[config.mk]
export PLATFORM = sky130hd
export DESIGN_NAME = gate_exerciser_flat
export DESIGN_NICKNAME = d
export VERILOG_FILES = /design/src/rtl/gate_ex_pkg.sv /design/src/rtl/gate_exerciser_if.sv /design/src/rtl/gate_exerciser_hold_timer.sv /design/src/rtl/gate_exerciser.sv /design/src/flat_wrapper.sv
export SDC_FILE = /design/constraint.sdc
export NUM_CORES = 1
export LEC_CHECK = 0
export BUFFER_PORTS_ARGS = -buffer_cell sky130_fd_sc_hd__buf_2
export CORE_AREA = 2 2 57 45
export CTS_CLUSTER_DIAMETER = 80
export DETAILED_ROUTE_END_ITERATION = 12
export DIE_AREA = 0 0 59 47
export PLACE_DENSITY = 0.76
export SYNTH_ARGS = -nofsm -noshare
export SYNTH_HDL_FRONTEND = slang
export SYNTH_SLANG_ARGS = --single-unit
[constraint.sdc]
create_clock -name clk -period 4.6 [get_ports clk]
set_clock_uncertainty 0.1 [all_clocks]
set_input_delay 0.92 -clock clk [delete_from_list [all_inputs] [get_ports clk]]
set_output_delay 0.92 -clock clk [all_outputs]
set_load 0.01 [all_outputs]
[src/rtl/gate_ex_pkg.sv]
// Shared types and constants for the gate exerciser: FSM states, vector order, default truth table.
// Latency: n/a (declarations only).
// Backpressure: n/a (declarations only).
package gate_ex_pkg;

  typedef enum logic [1:0] {
    IDLE  = 2'd0,
    DRIVE = 2'd1,
    DONE  = 2'd2
  } state_t;

  localparam int NUM_VEC = 4;

  // Sweep order, one 2-bit {a,b} vector per slot, slot 0 in the low bits.
  localparam logic [2*NUM_VEC-1:0] VEC_ORDER = {2'b11, 2'b10, 2'b01, 2'b00};

  // Expected c per {a,b}; 4'b1010 is a&b | b&~a, i.e. c follows b.
  localparam logic [NUM_VEC-1:0] DEFAULT_TRUTH = 4'b1010;

  // Vector driven in sweep slot idx.
  function automatic logic [1:0] vec_at(input logic [1:0] idx);
    return VEC_ORDER[{idx, 1'b0} +: 2];
  endfunction

endpackage

[src/rtl/gate_exerciser_if.sv]
// Pin-level a/b -> c connection between the exerciser and a 2-input gate under test.
// Latency: none; the gate path is purely combinational.
// Backpressure: none; the gate always answers in the same cycle.
interface gate_exerciser_if;
  logic a_out;
  logic b_out;
  logic c_in;

  // Driving/checking side (the exerciser).
  modport master (
    output a_out,
    output b_out,
    input  c_in
  );

  // Gate side.
  modport slave (
    input  a_out,
    input  b_out,
    output c_in
  );
endinterface

[src/rtl/gate_exerciser_hold_timer.sv]
// Counts the cycles a vector has been held and flags the last one.
// Latency: expire is combinational from the count, high in cycle HOLD_CYCLES-1 of each hold.
// Backpressure: none; counting pauses while en is low, clr restarts from zero.
module hold_timer #(
  parameter int HOLD_CYCLES = 4
) (
  input  logic clk,
  input  logic rst_n,
  input  logic clr,
  input  logic en,
  output logic expire
);

  localparam int CW = (HOLD_CYCLES > 1) ? $clog2(HOLD_CYCLES) : 1;

  logic [CW-1:0] cnt;

  assign expire = en && (cnt == CW'(HOLD_CYCLES - 1));

  // Hold counter: wraps to zero on its own after the last cycle so the next vector starts clean.
  always_ff @(posedge clk) begin
    if (!rst_n || clr) begin
      cnt <= '0;
    end else if (en) begin
      cnt <= expire ? '0 : cnt + CW'(1);
    end
  end

endmodule

[src/rtl/gate_exerciser.sv]
// Sweeps {a,b} = 00,01,10,11 into a 2-input gate, samples c at the end of each hold, records mismatches.
// Latency: done reads 1 after edge N + 4*HOLD_CYCLES*LOOPS + 1 when start is seen at edge N.
// Backpressure: none; start is ignored while a sweep is in progress.
module gate_exerciser
  import gate_ex_pkg::*;
#(
  parameter int                 HOLD_CYCLES = 4,
  parameter int                 LOOPS       = 1,
  parameter logic [NUM_VEC-1:0] TRUTH       = DEFAULT_TRUTH,
  parameter int                 CNT_W       = 8
) (
  input  logic                    clk,
  input  logic                    rst_n,
  input  logic                    start,
  gate_exerciser_if.master        gate,
  output logic                    busy,
  output logic                    done,
  output logic                    pass,
  output logic [CNT_W-1:0]        err_count,
  output logic [NUM_VEC-1:0]      err_vec
);

  localparam int LW = (LOOPS > 1) ? $clog2(LOOPS) : 1;

  state_t        state;
  logic [1:0]    idx;
  logic [LW-1:0] loop;
  logic          a_q;
  logic          b_q;

  logic          launch;
  logic          timer_en;
  logic          expire;
  logic [1:0]    cur_vec;
  logic          mismatch;
  logic          last_vec;
  logic          last_loop;
  logic          cnt_full;

  assign gate.a_out = a_q;
  assign gate.b_out = b_q;

  // A new run may only begin from a quiescent state.
  assign launch   = start && (state != DRIVE);
  assign timer_en = (state == DRIVE);

  hold_timer #(
    .HOLD_CYCLES (HOLD_CYCLES)
  ) u_hold (
    .clk    (clk),
    .rst_n  (rst_n),
    .clr    (launch),
    .en     (timer_en),
    .expire (expire)
  );

  // Checker inputs: gate output versus the truth-table entry for the vector on the pins now.
  assign cur_vec   = vec_at(idx);
  assign mismatch  = (gate.c_in != TRUTH[cur_vec]);
  assign last_vec  = (idx == 2'(NUM_VEC - 1));
  assign last_loop = (loop == LW'(LOOPS - 1));
  assign cnt_full  = (err_count == {CNT_W{1'b1}});

  // Sequencer, vector/loop counters and mismatch recording in one registered FSM.
  always_ff @(posedge clk) begin
    if (!rst_n) begin
      state     <= IDLE;
      idx       <= '0;
      loop      <= '0;
      a_q       <= 1'b0;
      b_q       <= 1'b0;
      busy      <= 1'b0;
      done      <= 1'b0;
      pass      <= 1'b0;
      err_count <= '0;
      err_vec   <= '0;
    end else begin
      case (state)
        IDLE, DONE: begin
          if (start) begin
            state        <= DRIVE;
            idx          <= '0;
            loop         <= '0;
            {a_q, b_q}   <= vec_at(2'd0);
            busy         <= 1'b1;
            done         <= 1'b0;
            pass         <= 1'b0;
            err_count    <= '0;
            err_vec      <= '0;
          end else if (state == DONE) begin
            // done/pass follow one cycle after entering DONE so that pass
            // is derived from the already-settled final err_count.
            done <= 1'b1;
            pass <= (err_count == '0);
          end
        end

        DRIVE: begin
          if (expire) begin
            if (mismatch) begin
              err_vec[cur_vec] <= 1'b1;
              if (!cnt_full) begin
                err_count <= err_count + CNT_W'(1);
              end
            end
            if (last_vec) begin
              if (last_loop) begin
                state      <= DONE;
                busy       <= 1'b0;
                {a_q, b_q} <= 2'b00;
              end else begin
                loop       <= loop + LW'(1);
                idx        <= '0;
                {a_q, b_q} <= vec_at(2'd0);
              end
            end else begin
              idx        <= idx + 2'd1;
              {a_q, b_q} <= vec_at(idx + 2'd1);
            end
          end
        end

        default: begin
          state <= IDLE;
          busy  <= 1'b0;
          done  <= 1'b0;
          pass  <= 1'b0;
        end
      endcase
    end
  end

endmodule

[src/flat_wrapper.sv]
// flat-port wrapper written by rule: the top's interface ports become plain ports
module gate_exerciser_flat import gate_ex_pkg::*;
#(
  parameter int                 HOLD_CYCLES = 4,
  parameter int                 LOOPS       = 1,
  parameter logic [NUM_VEC-1:0] TRUTH       = DEFAULT_TRUTH,
  parameter int                 CNT_W       = 8
)
  (clk, rst_n, start, busy, done, pass, err_count, err_vec, gate_a_out, gate_b_out, gate_c_in);
  gate_exerciser_if gate_i ();
  input  logic clk;
  input  logic rst_n;
  input  logic start;
  output logic busy;
  output logic done;
  output logic pass;
  output logic [CNT_W-1:0] err_count;
  output logic [NUM_VEC-1:0] err_vec;
  output wire logic [$bits(gate_i.a_out)-1:0] gate_a_out;
  output wire logic [$bits(gate_i.b_out)-1:0] gate_b_out;
  input wire logic [$bits(gate_i.c_in)-1:0] gate_c_in;
  assign gate_a_out = gate_i.a_out;
  assign gate_b_out = gate_i.b_out;
  assign gate_i.c_in = gate_c_in;
  gate_exerciser #(.HOLD_CYCLES(HOLD_CYCLES), .LOOPS(LOOPS), .TRUTH(TRUTH), .CNT_W(CNT_W)) u_core (.clk(clk), .rst_n(rst_n), .start(start), .gate(gate_i), .busy(busy), .done(done), .pass(pass), .err_count(err_count), .err_vec(err_vec));
endmodule
==> results of run 1 <==
## sequential cells by signal, indices dropped and copies added, names as in the netlist
name / count
u_core.pass: 1
u_core.gate.a_out: 1
u_core.err_vec: 4
u_core.idx: 2
u_core.gate.b_out: 1
u_core.busy: 1
u_core.done: 1
u_core.state: 2
u_core.u_hold.cnt: 2
u_core.err_count: 8
## tightest hold or removal path: stages, from the launching register on
cell and delay [ns]:
dfxtp_1 0.33, nand2b_1 0.06, a21oi_1 0.06
## layout make-up
| type | count | area [um^2] |
|---|---|---|
| clock buffer | 3 | 22.5 |
| clock inverter | 1 | 5.00 |
| fill | 204 | 907 |
| inverter | 6 | 22.5 |
| multi-input combinational | 101 | 666 |
| sequential | 23 | 460 |
| tap | 25 | 31.3 |
| timing repair buffer | 20 | 100 |
## path summary, 6_finish.rpt
kind,endpoint,cells after the start
max,u_core.err_count[2],3
min,u_core.done,2
max reg2reg,u_core.err_count[2],3
min reg2reg,u_core.done,2
## stage by stage
| stage | power [mW] | worst slack (ns) | cell area, um^2 | hold WS [ns] | utilization |
|---|---|---|---|---|---|
| floorplan | 0.233 | 2.57 | 1170 | 0.367 | - |
| global placement | 0.241 | 2.30 | 1280 | 0.354 | 0.578 |
| detailed placement | 0.242 | 2.26 | 1280 | 0.357 | 0.578 |
| CTS | 0.339 | 2.52 | 1310 | 0.385 | 0.590 |
| global route | 0.350 | 2.37 | 1310 | 0.410 | 0.590 |
| finish | 0.334 | 2.49 | 1310 | 0.378 | 0.590 |
## cell usage in the layout (no fill, tap or decap), types with 2 or more instances in the layout
cell type / count
nand3b_1: 4
nand2_1: 15
o21a_1: 2
a21oi_1: 10
nor4b_1: 2
a31oi_1: 2
dfxtp_1: 23
o211ai_1: 3
buf_2: 20
a21boi_0: 4
ha_1: 7
nor2b_1: 2
inv_1: 6
nor4_1: 3
clkbuf_4: 3
nand3_1: 7
and2_1: 3
o31ai_1: 2
nand4_1: 2
o21ai_0: 3
nand2b_1: 3
nor2_1: 8
nand4b_1: 2
## power groups by stage
stage	registers, mW	clock network (mW)	logic [mW]
floorplan	0.211	0	0.0221
global placement	0.211	0	0.0304
detailed placement	0.211	0	0.0313
CTS	0.207	0.101	0.0317
global route	0.208	0.107	0.0355
finish	0.207	0.0956	0.0319
## per-layer routing
metal	part of all wire	global-route usage	vias to the layer above
li1	-	-	530
met1	0.51	0.264	477
met2	0.42	0.284	37
met3	0.056	0.0551	7
met4	0.014	0.0773	0
met5	0	0	-
## logic make-up after synthesis
family                   Yosys count  synth area share
multiplexers                       1           0.00858
XOR/XNOR                           1           0.00751
AO/OA/AOI/OAI                     36             0.207
flip-flops                        23             0.395
adder cells (fa/ha/maj)            7            0.0751
AND/OR/NAND/NOR                   56             0.273
buffers and inverters             10            0.0343
==> out/summary.txt, run 1 <==
Cell Chain, Critical Path - nor2b_1 > a31oi_1 > o221ai_1
post-synthesis cell type count - 40
initial DRC count - 24
leakage - 0.529 nW
Yosys top cell area share - 0.395
Most used DFF post-synth - dfxtp_1
Seq pwr share - 0.619
drt via density - 5.87
die width - 59 um
Post-synth EDFFs - 0
Root Buffer - clkbuf_4
Crit Path Max Fanout - 14
register area share after synthesis - 0.395
number of global-route vias before repair - 904
Clk network pwr share - 0.286
Longest Clk Path Bufs - 2
R2R Path Start - u_core.state[0]
Synth Area per Inst - 8.70 um^2
Setup crit start - u_core.state[0]
Cells after Synth - 134
Worst EP arrival - 2.26 ns
Core Region - 0.00221 mm^2
Synth area leaders - dfxtp_1 (39%), ha_1 (7.5%), nand2_1 (4.8%), a21oi_1 (4.3%), nand3_1 (3.0%)
final hold vios - 0
Vert. Die Dim - 47 um
VDD IR max - 167 uV
Layout area overhead - 12.1%
worst path buffer plus inverter count - 0
Site Rows - 15
number of I/O port buffers - 20
Tightest Pin Transition - 0.937 ns
Placed Instances - 175
Cell Pwr Density - 256 mW/mm^2
starting density of the core - 0.527
H-tree levels - 1
clock net sink count - 23
RSZ-0062 raised after global routing - false
setup TNS - 0 ns
post-layout min period - 2.11 ns
Int Power - 0.246 mW
hold-fix buffers at CTS - 0
RePlAce Congestion - 0.791
Worst-path clk slew - 0.13 ns
Slew Viols, Final - 0
ys async rst share - 0
syn_nets - 145
R2R setup slack - 2.49 ns
WL per Instance - 14.4 um
Fmax achieved - 0.474 GHz
combinational share of power - 0.095
Detailed Place HPWL - 1860 um
Psw - 0.0878 mW
type of origin of the critical path - flip-flop
CP delay by family, top - simple AND/OR/NAND/NOR gates
mapped cell area - 0.00117 mm^2
Clk Latency, worst-skew pair - 0.32 ns
Num CTS Buffers - 3
Antenna diodes - 0
period utilization - 0.459
CP max stage cell - nor2b_1
Final #Nets - 166
Post-Layout Cell Count - 179
drt pass-1 iters - 4
Setup Viol. Count Final - 0
global route overflow - 0
Post-synth top cells - dfxtp_1 (23), nand2_1 (15), a21oi_1 (10)
Post-route DRC - 0
Crit Path Class - reg2reg
Synth Register Bits - 23
routed wire length - 2570 um
hold crit path type - reg2reg
Yosys warning count - 0
total die area - 0.00277 mm^2
first-pass GRT wire length - 3980 um
Resize count post-CTS - 0
switching part of the total - 0.263
slowest cell delay on critical path - 0.78 ns
CTS tree - built
most common cell in the netlist - dfxtp_1
crit path capture type - flip-flop
status - finished, final reports clean
share of cells above drive strength 1 - 0.169
antenna violations before repair - 0
Post-CTS Setup Repair Bufs - 0
via count - 1051
CP required - 4.75 ns
Ports - 21
GR Util All Layers - 0.191
number of max-cap violations - 0
hold_sp - u_core.done
DRT antenna net count - 0
Slew Limit Headroom - 0.374
largest net degree at the start of global routing - 20
post-synth top area cell - dfxtp_1
Note: power is estimated with default switching activity, not from simulation.
==> run 2: changes to the inputs <==
ABC_AREA = 1   (was default)
CORE_AREA = 2 2 61 49   (was 2 2 57 45)
DIE_AREA = 0 0 63 51   (was 0 0 59 47)
PLACE_DENSITY = 0.71   (was 0.76)
clock period = 1.8 ns   (was 4.6 ns; I/O delays follow)
==> out/summary.txt, run 2 <==
Post-route DRC - 0 (unchanged)
ys async rst share - 0 (unchanged)
syn_nets - 185 (+28%)
Placed Instances - 230 (+31%)
status - finished, final reports clean
first-pass GRT wire length - 4380 um (+10%)
Post-CTS Setup Repair Bufs - 0 (unchanged)
starting density of the core - 0.452 (-0.0750)
final hold vios - 0 (unchanged)
hold crit path type - in2reg
die width - 63 um (+6.8%)
antenna violations before repair - 0 (unchanged)
R2R Path Start - u_core.u_hold.cnt[0]
DRT antenna net count - 0 (unchanged)
number of max-cap violations - 0 (unchanged)
hold-fix buffers at CTS - 0 (unchanged)
global route overflow - 0 (unchanged)
Site Rows - 17 (+2)
Synth Register Bits - 23 (unchanged)
R2R setup slack - 0.25 ns (-2.24 ns)
drt via density - 5.00 (-15%)
type of origin of the critical path - flip-flop
post-layout min period - 1.55 ns (-0.562 ns)
Resize count post-CTS - 0 (unchanged)
routed wire length - 2720 um (+5.5%)
most common cell after layout, fill and taps aside - nand2_1
most common cell in the netlist - nand2_1
Antenna diodes - 0 (unchanged)
Core Region - 0.00270 mm^2 (+22%)
post-synth top area cell - dfxtp_1
Hold WS - 0.231 ns (-0.147 ns)
Ports - 21 (unchanged)
drt pass-1 iters - 4 (unchanged)
CTS tree - built
r2r worst-path depth - 8 (+5)
Num CTS Buffers - 3 (unchanged)
setup TNS - 0 ns (unchanged)
Final #Nets - 208 (+25%)
Yosys top cell area share - 0.377 (-0.0174)
Slew Viols, Final - 0 (unchanged)
Synth Area per Inst - 7.01 um^2 (-19%)
hold_sp - rst_n
Post-Layout Cell Count - 234 (+31%)
GR Util All Layers - 0.172 (-0.0195)
Routed met3 length - 171 um (+20%)
Post-synth top cells - nand2_1 (47), a21oi_1 (23), dfxtp_1 (23)
Worst-path clk slew - 0.13 ns (about the same)
Worst EP arrival - 1.66 ns (-0.60 ns)
RePlAce Congestion - 0.879 (+11%)
Layout area overhead - 13.7%
Root Buffer - clkbuf_4
Setup crit start - u_core.u_hold.cnt[0]
Post-Place Worst Slack - 0.276 ns (-1.98 ns)
Final WS setup - 0.251 ns (-2.24 ns)
largest net degree at the start of global routing - 14 (-30%)
Tightest Pin Transition - 0.411 ns (-0.525 ns)
Vert. Die Dim - 51 um (+8.5%)
Yosys warning count - 0 (unchanged)
WL per Instance - 11.6 um (-19%)
via count - 1171 (+11%)
register area share after synthesis - 0.377 (-0.0174)
Post-synth EDFFs - 0 (unchanged)
most frequent cells in the layout - nand2_1 (47), a21oi_1 (23), dfxtp_1 (23), inv_1 (21), buf_2 (20)
Synth area leaders - dfxtp_1 (38%), nand2_1 (14%), a21oi_1 (9.4%), ha_1 (7.2%), inv_1 (6.5%)
Reg with most FFs - u_core.err_count
total die area - 0.00321 mm^2 (+16%)
R2R Path End - u_core.err_count[7]
mapped cell area - 0.00122 mm^2 (+4.6%)
VDD IR max - 532 uV (+220%)
number of I/O port buffers - 20 (unchanged)
Setup Viol. Count Final - 0 (unchanged)
Crit Path Max Fanout - 7 (-7)
crit path capture type - flip-flop
met2 wire length - 1250 um (+15%)
clock net sink count - 23 (unchanged)
CP required - 1.91 ns (-2.84 ns)
Largest regs - u_core.err_count x8, u_core.err_vec x4
Slew Limit Headroom - 0.723 (+0.349)
Most used DFF post-synth - dfxtp_1
Fmax achieved - 0.645 GHz (+36%)
Detailed Place HPWL - 2110 um (+13%)
initial DRC count - 51 (+110%)
RSZ-0062 raised after global routing - false
Tot Pwr - 0.942 mW (+180%)
Cell Pwr Density - 679 mW/mm^2 (+170%)
post-synthesis cell type count - 20 (-50%)
Critical Path Sink - u_core.err_count[7]
H-tree levels - 1 (unchanged)
max reg flops - 8 (unchanged)
Highest Signal Layer - met4
period utilization - 0.861 (+0.402)
Crit Path Class - reg2reg
Clk Latency, worst-skew pair - 0.32 ns (about the same)
Longest Clk Path Bufs - 2 (unchanged)
share of cells above drive strength 1 - 0.179 (+0.00974)
leakage - 0.597 nW (+13%)
number of global-route vias before repair - 967 (+7.0%)
Cells after Synth - 174 (+30%)
M1 wire length - 1290 um (-1.4%)
==> run 2: cell type report <==
cell class,instances,area [um^2]
clock buffers,3,22.5
clock inverters,1,5.00
fillers,280,1310
inverters,23,86.3
multi-input cells,126,666
flip-flops and latches,23,460
well taps,38,47.5
repair buffers,20,100
==> run 2: kinds of logic after synthesis <==
kind of cell               share of synthesized area
buffers and inverters                         0.0769
and+or+nand+nor                                0.349
adders and majority gates                     0.0718
AOI/OAI and AO/OA                              0.125
DFF                                            0.377
==> run 2: report_power, final <==
part           switching, mW  leakage [nW]  internal (mW)  total (mW)
sequential            0.0172         0.187          0.529       0.546
clock                  0.159        0.0177         0.0833       0.242
combinational          0.103         0.392         0.0509       0.154
total                  0.279         0.597          0.663       0.942
==> run 2: worst min path at each step <==
stage	endpoint	slack, ns	cells past startpoint
2_1_floorplan	u_core.u_hold.cnt[1]	0.34	2
3_3_place_gp	u_core.err_vec[3]	0.34	2
3_5_place_dp	u_core.err_vec[0]	0.34	2
4_1_cts	u_core.err_count[5]	0.23	3
5_1_grt	u_core.err_count[5]	0.26	3
6_report	u_core.err_count[5]	0.23	3
==> run 2: through the flow <==
step                      instance area (um^2)   util
after floorplan                           1220      -
after CTS                                 1390  0.514
final                                     1390  0.514
after detailed placement                  1360  0.503
after global placement                    1360  0.503
after global routing                      1390  0.514
==> run 2: critical path: stages, from the launching register on <==
cell	delay [ns]
dfxtp_1	0.37
ha_1	0.21
nand3_1	0.12
nand2_2	0.15
nand2_2	0.09
nor2_4	0.19
nor2_1	0.06
nor2_1	0.10
nor2_1	0.05
==> run 2: layer usage <==
layer / vias to the layer above / global-route usage
li1: 605 / -
met1: 520 / 0.251
met2: 44 / 0.271
met3: 2 / 0.0330
met4: 0 / 0.0185
met5: - / 0
==> run 3: changes to the inputs <==
CORE_AREA = 2 2 53 55   (was 2 2 61 49)
DIE_AREA = 0 0 55 57   (was 0 0 63 51)
PLACE_DENSITY = 0.72   (was 0.71)
==> out/summary.txt, run 3 (synthesized netlist as in run 2, its figures left out) <==
Ports - 21 (unchanged)
crit path capture type - flip-flop
Resize count post-CTS - 0 (unchanged)
number of max-cap violations - 0 (unchanged)
Detailed Place HPWL - 1960 um (-6.7%)
Layout area overhead - 12.9%
most common cell after layout, fill and taps aside - nand2_1
via count - 1179 (+0.68%)
first-pass GRT wire length - 4390 um (+0.16%)
setup TNS - 0 ns (unchanged)
Vert. Die Dim - 57 um (+12%)
most frequent cell on the critical path - nor2_1
Fillers - 277 (-1.1%)
post-layout min period - 1.54 ns (-0.00642 ns)
Tot Pwr - 0.930 mW (-1.3%)
Fmax achieved - 0.648 GHz (+0.42%)
routed wire length - 2540 um (-6.4%)
DRT antenna net count - 0 (unchanged)
Slew Limit Headroom - 0.727 (+0.00374)
Slew Viols, Final - 0 (unchanged)
initial DRC count - 42 (-18%)
leakage - 0.594 nW (-0.46%)
Core Region - 0.00262 mm^2 (-3.2%)
CTS tree - built
design area - 0.00138 mm^2 (-0.72%)
placed cell area - 0.00135 mm^2 (-0.64%)
period utilization - 0.857 (-0.00357)
Reg with most FFs - u_core.err_count
drt via density - 5.19 (+3.8%)
RSZ-0062 raised after global routing - false
Worst EP arrival - 1.64 ns (-0.02 ns)
clock net sink count - 23 (unchanged)
hold-fix buffers at CTS - 0 (unchanged)
RePlAce Congestion - 0.849 (-3.5%)
H-tree levels - 1 (unchanged)
Antenna diodes - 0 (unchanged)
GR Util All Layers - 0.183 (+0.0114)
number of global-route vias before repair - 1064 (+10%)
Post-CTS Setup Repair Bufs - 0 (unchanged)
Longest Clk Path Bufs - 2 (unchanged)
global route overflow - 0 (unchanged)
Tightest Pin Transition - 0.406 ns (-0.00555 ns)
hold crit path type - in2reg
Post-route DRC - 0 (unchanged)
type of origin of the critical path - flip-flop
Site Rows - 19 (+2)
drt pass-1 iters - 4 (unchanged)
Root Buffer - clkbuf_4
Worst-path clk slew - 0.13 ns (about the same)
status - finished, final reports clean
Cell Pwr Density - 675 mW/mm^2 (-0.56%)
total die area - 0.00314 mm^2 (-2.4%)
CP max stage cell - dfxtp_1
max reg flops - 8 (unchanged)
worst path buffer plus inverter count - 0 (unchanged)
Clk Latency, worst-skew pair - 0.30 ns (-0.02 ns)
Setup Viol. Count Final - 0 (unchanged)
Cell Chain, Critical Path - ha_1 > nand2_1 > nor2_1 > nand2_2 > nand3_2 > nor2_1 > nor2_1 > nor2_1
Final #Nets - 208 (unchanged)
largest net degree at the start of global routing - 13 (-1)
Num CTS Buffers - 3 (unchanged)
Crit Path Class - reg2reg
CP required - 1.90 ns (about the same)
antenna violations before repair - 0 (unchanged)
WL per Instance - 11.2 um (-3.6%)
number of I/O port buffers - 20 (unchanged)
final hold vios - 0 (unchanged)
die width - 55 um (-13%)
starting density of the core - 0.467 (+0.0149)
Crit Path Max Fanout - 7 (unchanged)
VDD IR max - 447 uV (-16%)
share of cells above drive strength 1 - 0.173 (-0.00510)
CP delay by family, top - simple AND/OR/NAND/NOR gates
Largest regs - u_core.err_count x8, u_core.err_vec x4
most frequent cells in the layout - nand2_1 (47), a21oi_1 (23), dfxtp_1 (23), inv_1 (21), buf_2 (20)
slowest cell delay on critical path - 0.41 ns (+0.04 ns)
==> run 3: cell types whose count changed in the layout (fill, tap and decap cells not counted), sizes merged <==
| cell | before | now |
|---|---|---|
| clkbuf | 3 | 4 |
| clkinv | 1 | 0 |
==> run 3: worst register-to-register path, stage by stage, from the launching register on <==
cell     delay, ns
dfxtp_1       0.41
ha_1          0.20
nand2_1       0.09
nor2_1        0.21
nand2_2       0.10
nand3_2       0.14
nor2_1        0.07
nor2_1        0.08
nor2_1        0.04
==> run 3: per-layer routing <==
layer	vias to the layer above	GRT usage	routed length (um)
met5	-	0	0
met4	0	0.0523	17
met3	2	0.0236	129
met2	33	0.318	1310
met1	546	0.232	1090
li1	598	-	-
==> run 3: worst paths after layout <==
kind	from	end	slack (ns)	depth (start not counted)
setup / recovery	u_core.err_count[1]	u_core.err_count[7]	0.26	8
hold reg to reg	u_core.err_vec[0]	u_core.err_vec[0]	0.36	2
hold / removal	rst_n	u_core.err_count[5]	0.27	3
setup reg to reg	u_core.err_count[1]	u_core.err_count[7]	0.26	8
==> run 3: cell type report <==
type / instances / area, um^2 / share of cell area
clock buffer: 4 / 26.3 / 0.0191
inverter: 23 / 86.3 / 0.0627
multi-input combinational: 126 / 666 / 0.483
sequential: 23 / 460 / 0.334
tap: 31 / 38.8 / 0.0282
timing repair buffer: 20 / 100 / 0.0727
==> run 3: metrics by stage <==
step / hold WS [ns] / util / setup slack [ns] / std cells
6_report: 0.266 / 0.527 / 0.257 / 227
5_1_grt: 0.253 / 0.527 / 0.142 / 227
4_1_cts: 0.248 / 0.527 / 0.258 / 227
3_5_place_dp: 0.347 / 0.517 / 0.275 / 223
3_3_place_gp: 0.338 / 0.517 / 0.269 / 223
2_1_floorplan: 0.340 / - / 0.374 / 174
==> run 3: where the power goes <==
| group | leakage [nW] | total, mW | internal [mW] | switching [mW] |
|---|---|---|---|---|
| Clock | 0.0150 | 0.237 | 0.0863 | 0.150 |
| Combinational | 0.392 | 0.148 | 0.0504 | 0.0980 |
| Sequential | 0.187 | 0.545 | 0.529 | 0.0160 |
| Total | 0.594 | 0.930 | 0.665 | 0.264 |
